[src/rtl/lcg_stim_pkg.sv]
// Shared types and the LCG step function for the LCG stimulus generator.
// Both rtl/lcg_core.sv and rtl/lcg_stim_gen.sv import this package.
package lcg_stim_pkg;

    localparam logic [31:0] LCG_MULT = 32'h41C6_4E6D;
    localparam logic [31:0] LCG_INC  = 32'h0000_3039;

    typedef enum logic [1:0] {
        IDLE,
        FILL,
        PRESENT,
        DONE
    } state_e;

    function automatic logic [31:0] lcg_next(input logic [31:0] s);
        return s * LCG_MULT + LCG_INC;
    endfunction

endpackage

[src/rtl/lcg_core.sv]
// 32-bit LCG state register.
// A load has priority over an advance.
module lcg_core
    import lcg_stim_pkg::*;
#(
    parameter logic [31:0] SEED = 32'd1188332531
) (
    input  logic        clk,
    input  logic        rst_n,
    input  logic        load_i,
    input  logic [31:0] load_val_i,
    input  logic        adv_i,
    output logic [31:0] state_o,
    output logic [31:0] next_o
);

    logic [31:0] state_q;
    logic [31:0] state_d;

    always_comb begin
        state_d = state_q;
        if (load_i) begin
            state_d = load_val_i;
        end else if (adv_i) begin
            state_d = next_o;
        end
    end

    always_ff @(posedge clk or negedge rst_n) begin
        if (!rst_n) begin
            state_q <= SEED;
        end else begin
            state_q <= state_d;
        end
    end

    assign state_o = state_q;
    assign next_o  = lcg_next(state_q);

endmodule

[src/rtl/lcg_stim_gen.sv]
// LCG stimulus engine: builds OUT_W-bit vectors from 32-bit LCG chunks.
// Define LCG_STIM_PREFETCH_EN for a shadow buffer giving back-to-back vectors.
module lcg_stim_gen
    import lcg_stim_pkg::*;
#(
    parameter int          OUT_W        = 263,
    parameter int          CNT_W        = 32,
    parameter logic [31:0] DEFAULT_SEED = 32'd1188332531
) (
    input  logic             clk,
    input  logic             rst_n,
    input  logic             seed_load,
    input  logic [31:0]      seed_in,
    input  logic             start,
    input  logic             abort,
    input  logic [CNT_W-1:0] num_vec,
    output logic             stim_valid,
    input  logic             stim_ready,
    output logic [OUT_W-1:0] stim_data,
    output logic             busy,
    output logic             done,
    output logic [CNT_W-1:0] vec_count
);

    localparam int NCHUNK = (OUT_W + 31) / 32;
    localparam int LASTW  = OUT_W - 32 * (NCHUNK - 1);
    localparam int CW     = $clog2(NCHUNK + 1);

    state_e           state_q, state_d;
    logic [CW-1:0]    cnt_q, cnt_d;
    logic [OUT_W-1:0] data_q, data_d;
    logic [CNT_W-1:0] vcnt_q, vcnt_d;

    logic        ld;
    logic [31:0] ld_val;
    logic        adv;
    logic [31:0] lcg_q;
    logic [31:0] lcg_nxt;
    logic        hs;
    logic        last_vec;

    lcg_core #(
        .SEED(DEFAULT_SEED)
    ) u_core (
        .clk       (clk),
        .rst_n     (rst_n),
        .load_i    (ld),
        .load_val_i(ld_val),
        .adv_i     (adv),
        .state_o   (lcg_q),
        .next_o    (lcg_nxt)
    );

    // Chunk k lands at bits [32k+31:32k]; the top chunk is truncated.
    function automatic logic [OUT_W-1:0] put_chunk(
        input logic [OUT_W-1:0] v,
        input logic [CW-1:0]    k,
        input logic [31:0]      w
    );
        logic [OUT_W-1:0] r;
        r = v;
        for (int i = 0; i < NCHUNK - 1; i++) begin
            if (k == CW'(i)) r[i*32 +: 32] = w;
        end
        if (k == CW'(NCHUNK - 1)) r[OUT_W-1 -: LASTW] = w[LASTW-1:0];
        return r;
    endfunction

    assign hs       = stim_valid && stim_ready;
    assign last_vec = (num_vec != '0) && (vcnt_q + 1'b1 == num_vec);

`ifdef LCG_STIM_PREFETCH_EN
    logic [OUT_W-1:0] sh_q, sh_d, sh_nxt;
    logic [CW-1:0]    scnt_q, scnt_d, scnt_nxt;
    logic [31:0]      snap_q, snap_d;
`else
    logic lcg_unused;
    assign lcg_unused = ^lcg_q;
`endif

    always_comb begin
        state_d = state_q;
        cnt_d   = cnt_q;
        data_d  = data_q;
        vcnt_d  = vcnt_q;
        ld      = 1'b0;
        ld_val  = seed_in;
        adv     = 1'b0;
`ifdef LCG_STIM_PREFETCH_EN
        sh_d     = sh_q;
        scnt_d   = scnt_q;
        snap_d   = snap_q;
        sh_nxt   = sh_q;
        scnt_nxt = scnt_q;
`endif
        unique case (state_q)
            IDLE, DONE: begin
                ld = seed_load;
                if (start) begin
                    state_d = FILL;
                    cnt_d   = '0;
                    vcnt_d  = '0;
                end
            end
            FILL: begin
                if (abort) begin
                    state_d = DONE;
                end else begin
                    adv    = 1'b1;
                    data_d = put_chunk(data_q, cnt_q, lcg_nxt);
                    if (cnt_q == CW'(NCHUNK - 1)) begin
                        state_d = PRESENT;
                        cnt_d   = '0;
`ifdef LCG_STIM_PREFETCH_EN
                        snap_d = lcg_nxt;
`endif
                    end else begin
                        cnt_d = cnt_q + 1'b1;
                    end
                end
            end
            PRESENT: begin
`ifdef LCG_STIM_PREFETCH_EN
                if (scnt_q != CW'(NCHUNK)) begin
                    adv      = 1'b1;
                    sh_nxt   = put_chunk(sh_q, scnt_q, lcg_nxt);
                    scnt_nxt = scnt_q + 1'b1;
                end
`endif
                if (hs) begin
                    vcnt_d = (&vcnt_q) ? vcnt_q : vcnt_q + 1'b1;
                end
                if (abort || (hs && last_vec)) begin
                    state_d = DONE;
`ifdef LCG_STIM_PREFETCH_EN
                    // Rewind prefetched steps so runs continue the sequence.
                    ld     = 1'b1;
                    ld_val = snap_q;
                    scnt_d = '0;
`endif
                end else if (hs) begin
`ifdef LCG_STIM_PREFETCH_EN
                    data_d = sh_nxt;
                    scnt_d = '0;
                    if (scnt_nxt == CW'(NCHUNK)) begin
                        state_d = PRESENT;
                        snap_d  = adv ? lcg_nxt : lcg_q;
                    end else begin
                        state_d = FILL;
                        cnt_d   = scnt_nxt;
                    end
`else
                    state_d = FILL;
                    cnt_d   = '0;
`endif
                end
`ifdef LCG_STIM_PREFETCH_EN
                else begin
                    sh_d   = sh_nxt;
                    scnt_d = scnt_nxt;
                end
`endif
            end
            default: state_d = IDLE;
        endcase
    end

    always_ff @(posedge clk or negedge rst_n) begin
        if (!rst_n) begin
            state_q <= IDLE;
            cnt_q   <= '0;
            data_q  <= '0;
            vcnt_q  <= '0;
        end else begin
            state_q <= state_d;
            cnt_q   <= cnt_d;
            data_q  <= data_d;
            vcnt_q  <= vcnt_d;
        end
    end

`ifdef LCG_STIM_PREFETCH_EN
    always_ff @(posedge clk or negedge rst_n) begin
        if (!rst_n) begin
            sh_q   <= '0;
            scnt_q <= '0;
            snap_q <= '0;
        end else begin
            sh_q   <= sh_d;
            scnt_q <= scnt_d;
            snap_q <= snap_d;
        end
    end
`endif

    assign stim_valid = (state_q == PRESENT);
    assign busy       = (state_q == FILL) || (state_q == PRESENT);
    assign done       = (state_q == DONE);
    assign stim_data  = data_q;
    assign vec_count  = vcnt_q;

endmodule

[config.mk]
export PLATFORM = sky130hd
export DESIGN_NAME = lcg_stim_gen
export DESIGN_NICKNAME = d
export VERILOG_FILES = /design/src/rtl/lcg_stim_pkg.sv /design/src/rtl/lcg_core.sv /design/src/rtl/lcg_stim_gen.sv
export SDC_FILE = /design/constraint.sdc
export NUM_CORES = 1
export LEC_CHECK = 0
export BUFFER_PORTS_ARGS = -buffer_cell sky130_fd_sc_hd__buf_2
export CAP_MARGIN = 10
export CORE_MARGIN = 10
export CORE_UTILIZATION = 50
export CTS_CLUSTER_SIZE = 28
export DETAILED_ROUTE_END_ITERATION = 10
export PLACE_DENSITY = 0.72
export SLEW_MARGIN = 20
export SYNTH_ARGS = -nofsm -noshare
export SYNTH_HDL_FRONTEND = slang
export SYNTH_SLANG_ARGS = --single-unit
[constraint.sdc]
create_clock -name clk -period 18.1 [get_ports clk]
set_input_delay 5.43 -clock clk [delete_from_list [all_inputs] [get_ports clk]]
set_output_delay 5.43 -clock clk [all_outputs]
set_load 0.005 [all_outputs]
=== After elaboration in Yosys (flattened, before gate mapping) ===
Index checks and enable logic that the tools add are counted.

* Flip-flop bits (word level): 333
* Output and inout bits: 298
* Word-level logic and storage cells: 82

* Eq/ne operators: 19
* Mux-type cells: 21
* Reductions and logical operators: 24
* Multipliers: 1
* Add/subtract/negate cells: 3
* Bitwise logic cells: 1

{| class="wikitable"
|+ Operator list
! cell !! number
|-
| $mux W32 || 5
|-
| $pmux W32 S2 || 1
|-
| $add A32 B1 Y32 const B || 1
|-
| $add A32 B14 Y32 const B || 1
|-
| $eq A32 B32 Y1 || 1
|-
| $mul A32 B31 Y32 const B || 1
|-
| $reduce_and A32 Y1 || 1
|-
| $reduce_bool A32 Y1 || 1
|-
| $reduce_and A3 Y1 || 10
|-
| $mux W4 || 5
|-
| $eq A4 B3 Y1 const B || 4
|-
| $pmux W4 S3 || 1
|-
| $mux W2 || 5
|-
| $eq A4 B2 Y1 const B || 2
|-
| $ne A2 B2 Y1 const B || 4
|-
| $reduce_and A4 Y1 || 2
|-
| $pmux W2 S3 || 1
|-
| $add A4 B1 Y4 const B || 1
|-
| $eq A2 B2 Y1 const B || 2
|-
| $eq A4 B1 Y1 const B || 1
|-
| $eq A4 B4 Y1 const B || 1
|-
| $logic_not A4 Y1 || 1
|-
| $reduce_bool A2 Y1 || 2
|-
| $logic_and A1 B1 Y1 || 3
|-
| 9 further kinds || 12
|}

=== Logic depth before layout (Yosys ltp) ===
Gate-level depths: netlist of run 1.

* Depth after elaboration: 7
* Gate-level depth with buffers: 28
* Gate-level depth less buffers: 26

=== Hierarchy ===
A second synthesis of run 1 with hierarchy kept.

* Cell total of the unflattened synthesis: 2168
* Area, all modules: 24114.4 um^2

{| class="wikitable"
|+ By module, submodules not included
! module !! area an instance (um^2) !! cells an instance !! instances
|-
| lcg_stim_gen || 13321.5 || 1013 || 1
|-
| lcg_core || 10792.9 || 1155 || 1
|}

=== Worst setup path after synthesis of run 1 ===
Ideal clock, no wire load.

* Kind: input -> register
* From: input port num_vec[11]
* To: register cnt_q[3]
* Setup time: 80 ps
* Arrival time: 7399 ps
* Required time: 18020 ps
* Stages: 9
* Slack: 10621 ps
* Path through: xnor2_1 a22o_1 a22oi_1 a2111o_1 a2111o_1 nor4_2 nand4_2 and2_0 o211ai_2

* Word-level cells in the longest chain between the ends: 6

{| class="wikitable"
|+ RTL lines
! item !! RTL line !! text
|-
| from (decl) || lcg_stim_gen.sv:16 || <nowiki>input logic [CNT_W-1:0] num_vec,</nowiki>
|-
| $eq A32 B32 Y1 / $reduce_bool A32 Y1 (equally long branches) || lcg_stim_gen.sv:70 || <nowiki>assign last_vec = (num_vec != '0) && (vcnt_q + 1'b1 == num_vec);</nowiki>
|-
| $logic_and A1 B1 Y1 (*) || lcg_stim_gen.sv:70 ||
|-
| $logic_and A1 B1 Y1 (*) || lcg_stim_gen.sv:133 || <nowiki>if (abort || (hs && last_vec)) begin</nowiki>
|-
| $logic_or A1 B1 Y1 (*) || lcg_stim_gen.sv:133 ||
|-
| $ne A2 B2 Y1 (no source line) (*) || - ||
|-
| $reduce_and A4 Y1 (no source line) (*) || - ||
|-
| to (signal assigned) || lcg_stim_gen.sv:176 || <nowiki>cnt_q <= cnt_d;</nowiki>
|-
| to (decl) || lcg_stim_gen.sv:30 || <nowiki>logic [CW-1:0] cnt_q, cnt_d;</nowiki>
|}

Mark *: on every way between the ends. The rest lies on a longest branch, timed or not.
A chain may end at the register's enable or synchronous reset.

=== Worst setup path in the final report of run 1 ===
* From: register u_core.state_q[0] (netlist: u_core.state_o[0])
* To: register data_q[90] (netlist: stim_data[90])

* Word-level cells in the longest chain between the ends: 2

{| class="wikitable"
|+ RTL lines
! item !! RTL line !! text
|-
| from (decl) || lcg_core.sv:17 || <nowiki>logic [31:0] state_q;</nowiki>
|-
| from (signal assigned) || lcg_core.sv:33 || <nowiki>state_q <= state_d;</nowiki>
|-
| $mul A32 B31 Y32 || lcg_stim_pkg.sv:16 || <nowiki>return s * LCG_MULT + LCG_INC;</nowiki>
|-
| $add A32 B14 Y32 || lcg_stim_pkg.sv:16 ||
|-
| to (signal assigned) || lcg_stim_gen.sv:177 || <nowiki>data_q <= data_d;</nowiki>
|-
| to (decl) || lcg_stim_gen.sv:31 || <nowiki>logic [OUT_W-1:0] data_q, data_d;</nowiki>
|}

Every way passes these cells.

==> results.sh, run 1 <==
export IMPL_ys_seq_area_share_pct=35.94
export IMPL_finalSetupViolCount=0
export IMPL_crit_start="u_core.state_o[0]"
export IMPL_cp_start_kind="register"
export IMPL_via_per_inst=5.531
export IMPL_gr_total_overflow=0
export IMPL_worst_ep_required_time_ns=18.50
export IMPL_coreArea_mm2=0.04567
export IMPL_critical_path_class="register to register"
export IMPL_die_w_um=235.6
export IMPL_drive_gt1_share_pct=22.00
export IMPL_cts_root_buffer="clkbuf_16"
export IMPL_start_util_pct=50.89
export IMPL_die_area_mm2=0.05551
export IMPL_ys_ff_latch=333
export IMPL_synth_ff_type="dfrtp_1"
export IMPL_drv_slew=0
export IMPL_cp_max_fo=21
export IMPL_hold_class="register to register"
export IMPL_relSlewSlack_pct=21.76
export IMPL_run_status="finished clean"
export IMPL_r2r_setup_slack_ns=10.36
export IMPL_grt_pass1_wl_mm=110.8
export IMPL_cp_arrival_ns=8.13
export IMPL_synth_warnings=0
export IMPL_syn_to_final_growth_pct=15.75
export IMPL_cts_tree="yes"
export IMPL_hpwl_mm=55.42
export IMPL_first_global_vias=18530
export IMPL_crit_chain="buf_4 > inv_1 > ha_1 > inv_1 > ha_1 > fa_1 > fa_1 > ha_1 > inv_1 > fa_1 > inv_1 > fa_1 > fa_1 > ha_1 > a21oi_1 > a21oi_1 > nand2b_1 > o21ai_0 > a211o_1 > a31oi_1 > a21oi_1 > xor2_1 > o21ai_0"
export IMPL_wl_per_cell_um=21.81
export IMPL_critPathCaptureType="register"
export IMPL_hold_viol=0
export IMPL_drv_cap=0
export IMPL_numPortBuffers=367
export IMPL_synthesis_area_mm2=0.02324
export IMPL_critPathCapture="stim_data[90]"
export IMPL_drc=0
export IMPL_die_h_um=235.6
export IMPL_r2r_cells=23
export IMPL_synth_avg_cell_area_um2=10.11
export IMPL_drtAntennaViolNets=0
export IMPL_dr_pass1_iters=5
export IMPL_gp_congestion=0.9489
export IMPL_skew_ns=0.02211
export IMPL_ios=368
export IMPL_antenna_found_initial=5
export IMPL_post_cts_resized=0
export IMPL_min_period_over_period_pct=42.75
export IMPL_grt_max_degree=185
export IMPL_grtUsageTotal_pct=25.28
export IMPL_cpMaxStageDelayCell="xor2_1"
export IMPL_row_count=78
export IMPL_synthCells=2298
export IMPL_fin_setup_tns_ns=0
export IMPL_worstMarginPinSlew_ns=1.174
export IMPL_r2r_end="stim_data[90]"
export IMPL_htreeDepth=2
export IMPL_synth_edf_count=0
export IMPL_r2r_start="u_core.state_o[0]"
export IMPL_synth_cell_types=72
export IMPL_num_vias=18010
export IMPL_synthArstFlopShare_pct=100.0
export IMPL_rsz0062_at_grt="no"
export IMPL_clkTransAtPathRegs_ns=0.06
export IMPL_routed_wl_mm=71.02
export IMPL_drt_initial_drc_count=1501
export IMPL_cts_buffer_depth=3
export IMPL_cts_buffers=37
export IMPL_hold_buffers=0
export IMPL_cts_setup_buffers=0
export IMPL_nets=3105
export IMPL_fillers=3835
export IMPL_timing_fmax_ghz=0.1292
export IMPL_slowest_delay_ns=0.66
export IMPL_period_minus_slack_ns=7.738
export IMPL_syn_nets=2771
export IMPL_clk_latency_ns=0.56
export IMPL_cts_sinks=333
export IMPL_crit_top_cell="fa_1"
-- worst min-delay path by stage --
stage                     end           start  cells past startpoint
5_1_grt        stim_data[224]  stim_data[224]                      2
3_5_place_dp   stim_data[108]  stim_data[108]                      2
2_1_floorplan  stim_data[126]  stim_data[126]                      2
6_report        stim_data[47]   stim_data[47]                      2
3_3_place_gp   stim_data[202]  stim_data[202]                      2
4_1_cts         stim_data[47]   stim_data[47]                      2
-- layer usage --
metal / GRT usage [%] / vias to the layer above / part of all wire [%]
met5: 0 / - / 0.061
met4: 7.534 / 6 / 3.0
met3: 4.756 / 147 / 7.2
met2: 42.46 / 743 / 49
met1: 32.59 / 8936 / 41
li1: - / 8178 / -
-- kinds of logic after synthesis --
family,count (synthesis),share of synthesized area [%]
DFF,333,35.94
buffers and inverters,486,8.021
and+or+nand+nor,468,9.318
muxes,103,4.974
adders and majority gates,403,27.86
AOI/OAI and AO/OA,406,10.15
xor gates and xnor gates,99,3.731
-- registers in the layout (all words and copies together) (netlist names) --
name and cells:
cnt_q 4, state_q 2, stim_data 263, u_core.state_o 32
vec_count 32
-- metrics by stage --
| step | area, um2 | setup WS [ns] | std cells | utilization, % | hold slack [ns] |
|---|---|---|---|---|---|
| after global placement | 25700 | 10.13 | 3193 | 56.28 | 0.4559 |
| after CTS | 26890 | 10.35 | 3254 | 58.87 | 0.4783 |
| after floorplan | 23240 | 10.62 | 2298 | - | 0.4726 |
| final | 26900 | 10.36 | 3256 | 58.90 | 0.4744 |
| after global routing | 26900 | 10.03 | 3255 | 58.89 | 0.4973 |
| after detailed placement | 25700 | 10.01 | 3193 | 56.28 | 0.4651 |
-- critical path, delay by kind of cell, from the launching register on --
family / cells / cell delay [ns]
adders and majority gates: 9 / 3.83
and+or+nand+nor: 1 / 0.14
xor gates and xnor gates: 1 / 0.66
AOI/OAI and AO/OA: 7 / 1.66
DFF: 1 / 0.52
buffers and inverters: 5 / 0.74
-- cell usage after synthesis (3+ instances only) --
cell,n,share of area [%]
inv_1,396,6.4
dfrtp_1,317,34
nand2_1,249,4.0
o21ai_0,229,4.9
ha_1,212,11
fa_1,191,16
mux2_2,100,4.8
xnor2_1,71,2.7
nor2_1,68,1.1
clkbuf_1,64,1.0
a21oi_1,60,1.3
nand3_1,28,0.60
xor2_1,28,1.1
o31ai_1,22,0.71
a21o_1,17,0.55
nor3_1,17,0.37
dfstp_2,16,1.8
nand4_1,16,0.43
a31oi_1,15,0.40
and3_1,14,0.38
nand2b_1,13,0.35
buf_1,12,0.19
and2_1,10,0.27
nor4_1,10,0.27
o21a_1,8,0.26
buf_2,7,0.15
nor2b_1,7,0.19
or3_1,7,0.19
and4_1,6,0.23
a22o_1,5,0.19
a22oi_1,5,0.16
nor3b_1,5,0.16
o21bai_1,5,0.16
a211oi_1,4,0.13
buf_4,4,0.13
o41ai_1,4,0.15
a211o_1,3,0.11
a221o_1,3,0.13
a31o_2,3,0.11
mux2i_1,3,0.13
o211ai_1,3,0.097
o22ai_1,3,0.081
-- cell type report --
cell class                 count  area (um2)  share of cell area [%]
antenna                        2       5.005                 0.01860
clock buffer                  49       991.0                   3.684
clock inverter                12       192.7                  0.7162
inverter                     396        1486                   5.525
multi-input combinational   1479       13130                   48.80
sequential                   333        8353                   31.05
tap                          600       750.7                   2.791
timing repair buffer         385        1994                   7.414
-- placed cells by master, fill, tap and decap left out, types with 17 or more instances in the layout --
cell type	netlist	layout
a21o_1	17	17
a21oi_1	60	60
buf_2	7	366
buf_4	4	17
clkbuf_16	0	37
dfrtp_1	317	317
fa_1	191	191
ha_1	212	212
inv_1	396	396
mux2_2	100	100
nand2_1	249	241
nand3_1	28	28
nor2_1	68	68
nor3_1	17	17
o21ai_0	229	228
o31ai_1	22	22
xnor2_1	71	64
xor2_1	28	26
Power of run 1 is not shown: default switching activity piles up to over one toggle a cycle in this logic, so the estimate is an artifact.
==> run 2: changes to the inputs <==
==> constraint.sdc (replaced) <==
create_clock -name clk -period 7.8 [get_ports clk]
set_input_delay 2.34 -clock clk [delete_from_list [all_inputs] [get_ports clk]]
set_output_delay 2.34 -clock clk [all_outputs]
set_load 0.005 [all_outputs]
==> run 2 against run 1 <==
  * Design area is 0.33% higher
  * Clock skew is 0.0072 ns higher
  * Hold slack worse by 0.00086 ns
  * Highest routed layer unchanged
  * First-iteration DRC count is 0.47% lower
  * Global-route usage is 0.56 points higher
  * Critical path type unchanged
  * Setup slack worse by 10 ns
  * Routed wire length is 2.3% higher
==> results.sh, run 2 (synthesized netlist as in run 1, its figures left out) <==
export IMPL_run_status="finished clean"
export IMPL_critPathBufInv=4
export IMPL_period_minus_slack_ns=7.434
export IMPL_grtUsageTotal_pct=25.84
export IMPL_gr_total_overflow=0
export IMPL_cpMaxStageDelayCell="dfstp_2"
export IMPL_cts_buffer_depth=3
export IMPL_hold_end="stim_data[141]"
export IMPL_syn_to_final_growth_pct=16.13
export IMPL_cts_sinks=333
export IMPL_r2r_setup_slack_ns=0.37
export IMPL_drv_cap=0
export IMPL_die_area_mm2=0.05551
export IMPL_clk_latency_ns=0.56
export IMPL_drtAntennaViolNets=0
export IMPL_die_w_um=235.6
export IMPL_row_count=78
export IMPL_cts_root_buffer="clkbuf_16"
export IMPL_drt_initial_drc_count=1494
export IMPL_antenna_found_initial=2
export IMPL_slowest_delay_ns=0.67
export IMPL_drc=0
export IMPL_min_delay_start="stim_data[141]"
export IMPL_rsz0062_at_grt="no"
export IMPL_critPathCaptureType="register"
export IMPL_grt_pass1_wl_mm=113.2
export IMPL_fin_setup_tns_ns=0
export IMPL_mostFrequentLayoutCell="inv_1"
export IMPL_layout_common_cells="396 x inv_1, 366 x buf_2, 317 x dfrtp_1, 241 x nand2_1, 228 x o21ai_0"
export IMPL_start_util_pct=50.89
export IMPL_dpl_cell_area_mm2=0.02575
export IMPL_grt_max_degree=161
export IMPL_routed_wl_mm=72.63
export IMPL_gp_congestion=0.9985
export IMPL_cp_start_kind="register"
export IMPL_ios=368
export IMPL_r2r_cells=23
export IMPL_hold_ws_ns=0.4735
export IMPL_num_vias=18270
export IMPL_largest_reg_flops=263
export IMPL_hpwl_mm=57.17
export IMPL_numPortBuffers=367
export IMPL_min_period_over_period_pct=95.30
export IMPL_cts_setup_buffers=0
export IMPL_die_h_um=235.6
export IMPL_via_per_inst=5.587
export IMPL_cp_max_fo=9
export IMPL_first_global_vias=18880
export IMPL_crit_chain="ha_1 > xor2_1 > ha_1 > a21o_1 > fa_1 > inv_1 > fa_1 > fa_1 > inv_1 > fa_1 > fa_1 > inv_1 > fa_1 > inv_1 > ha_1 > and3_1 > a221o_1 > a21o_1 > a2111oi_0 > o21bai_1 > a21oi_1 > xnor2_1 > mux2_2"
export IMPL_fin_area_mm2=0.02699
export IMPL_post_cts_resized=0
export IMPL_r2r_end="stim_data[31]"
export IMPL_fillers=3882
export IMPL_cts_tree="yes"
export IMPL_worstHoldPathCells=2
export IMPL_worst_ep_required_time_ns=8.22
export IMPL_critical_path_class="register to register"
export IMPL_cpLargestDelayFamily="adder cells"
export IMPL_r2r_start="u_core.state_o[7]"
export IMPL_dr_pass1_iters=5
export IMPL_hold_viol=0
export IMPL_nets=3117
export IMPL_htreeDepth=2
export IMPL_hold_buffers=0
export IMPL_skew_ns=0.02933
export IMPL_worstMarginPinSlew_ns=1.111
export IMPL_relSlewSlack_pct=25.66
export IMPL_drv_slew=0
export IMPL_hold_class="register to register"
export IMPL_timing_fmax_ghz=0.1345
export IMPL_coreArea_mm2=0.04567
export IMPL_cp_arrival_ns=7.85
export IMPL_finalSetupViolCount=0
export IMPL_crit_top_cell="fa_1"
export IMPL_cts_buffers=37
export IMPL_fin_util_pct=59.09
export IMPL_drive_gt1_share_pct=22.23
export IMPL_wl_per_cell_um=22.22
export IMPL_clkTransAtPathRegs_ns=0.06
[run 2: cell types whose count changed in the layout (fill, tap and decap cells not counted), sizes merged]
cell	delta
diode	-1
inv	-1
bufinv	-1
buf	+12
clkbuf	+3
clkinvlp	-1
clkinv	+2
[run 2: final cells by class]
type                            instances  area (um2)  share of cell area, %
Antenna cell                            1       2.502               0.009271
Inverter                              396        1486                  5.507
Clock inverter                         11       156.4                 0.5795
Timing Repair Buffer                  397        2097                  7.769
Clock buffer                           52        1064                  3.940
Tap cell                              600       750.7                  2.781
Sequential cell                       333        8353                  30.95
Multi-Input combinational cell       1479       13080                  48.47
[run 2: worst min-delay path, delay by kind of cell (launching register included)]
family	cells	cell delay, ns
AO/OA/AOI/OAI	1	0.06
AND/OR/NAND/NOR	1	0.04
flip-flops	1	0.34
[run 2: worst max-delay path by stage]
stage	from	endpoint	slack [ns]	cells past startpoint
5_1_grt	u_core.state_o[12]	stim_data[159]	0.05	24
4_1_cts	u_core.state_o[7]	stim_data[255]	0.42	23
3_5_place_dp	u_core.state_o[6]	stim_data[95]	0.45	23
6_report	u_core.state_o[7]	stim_data[31]	0.37	23
2_1_floorplan	u_core.state_o[0]	stim_data[191]	1.09	24
3_3_place_gp	u_core.state_o[12]	stim_data[191]	0.64	24
[run 2: metal layers]
metal	global-route usage (%)	routed length, um	up-vias	part of all wire, %
met5	0	13	-	0.018
met4	8.813	2494	2	3.4
met3	3.637	4173	139	5.7
met2	42.48	35050	644	48
met1	34.48	30890	9287	43
li1	-	-	8193	-
[run 2: metrics by stage]
stage | instances | worst slack, ns
finish | 3269 | 0.3665
global route | 3269 | 0.04921
floorplan | 2298 | 1.091
detailed placement | 3205 | 0.4489
global placement | 3205 | 0.6366
CTS | 3268 | 0.4248
Power of run 2 is left out for the same reason.
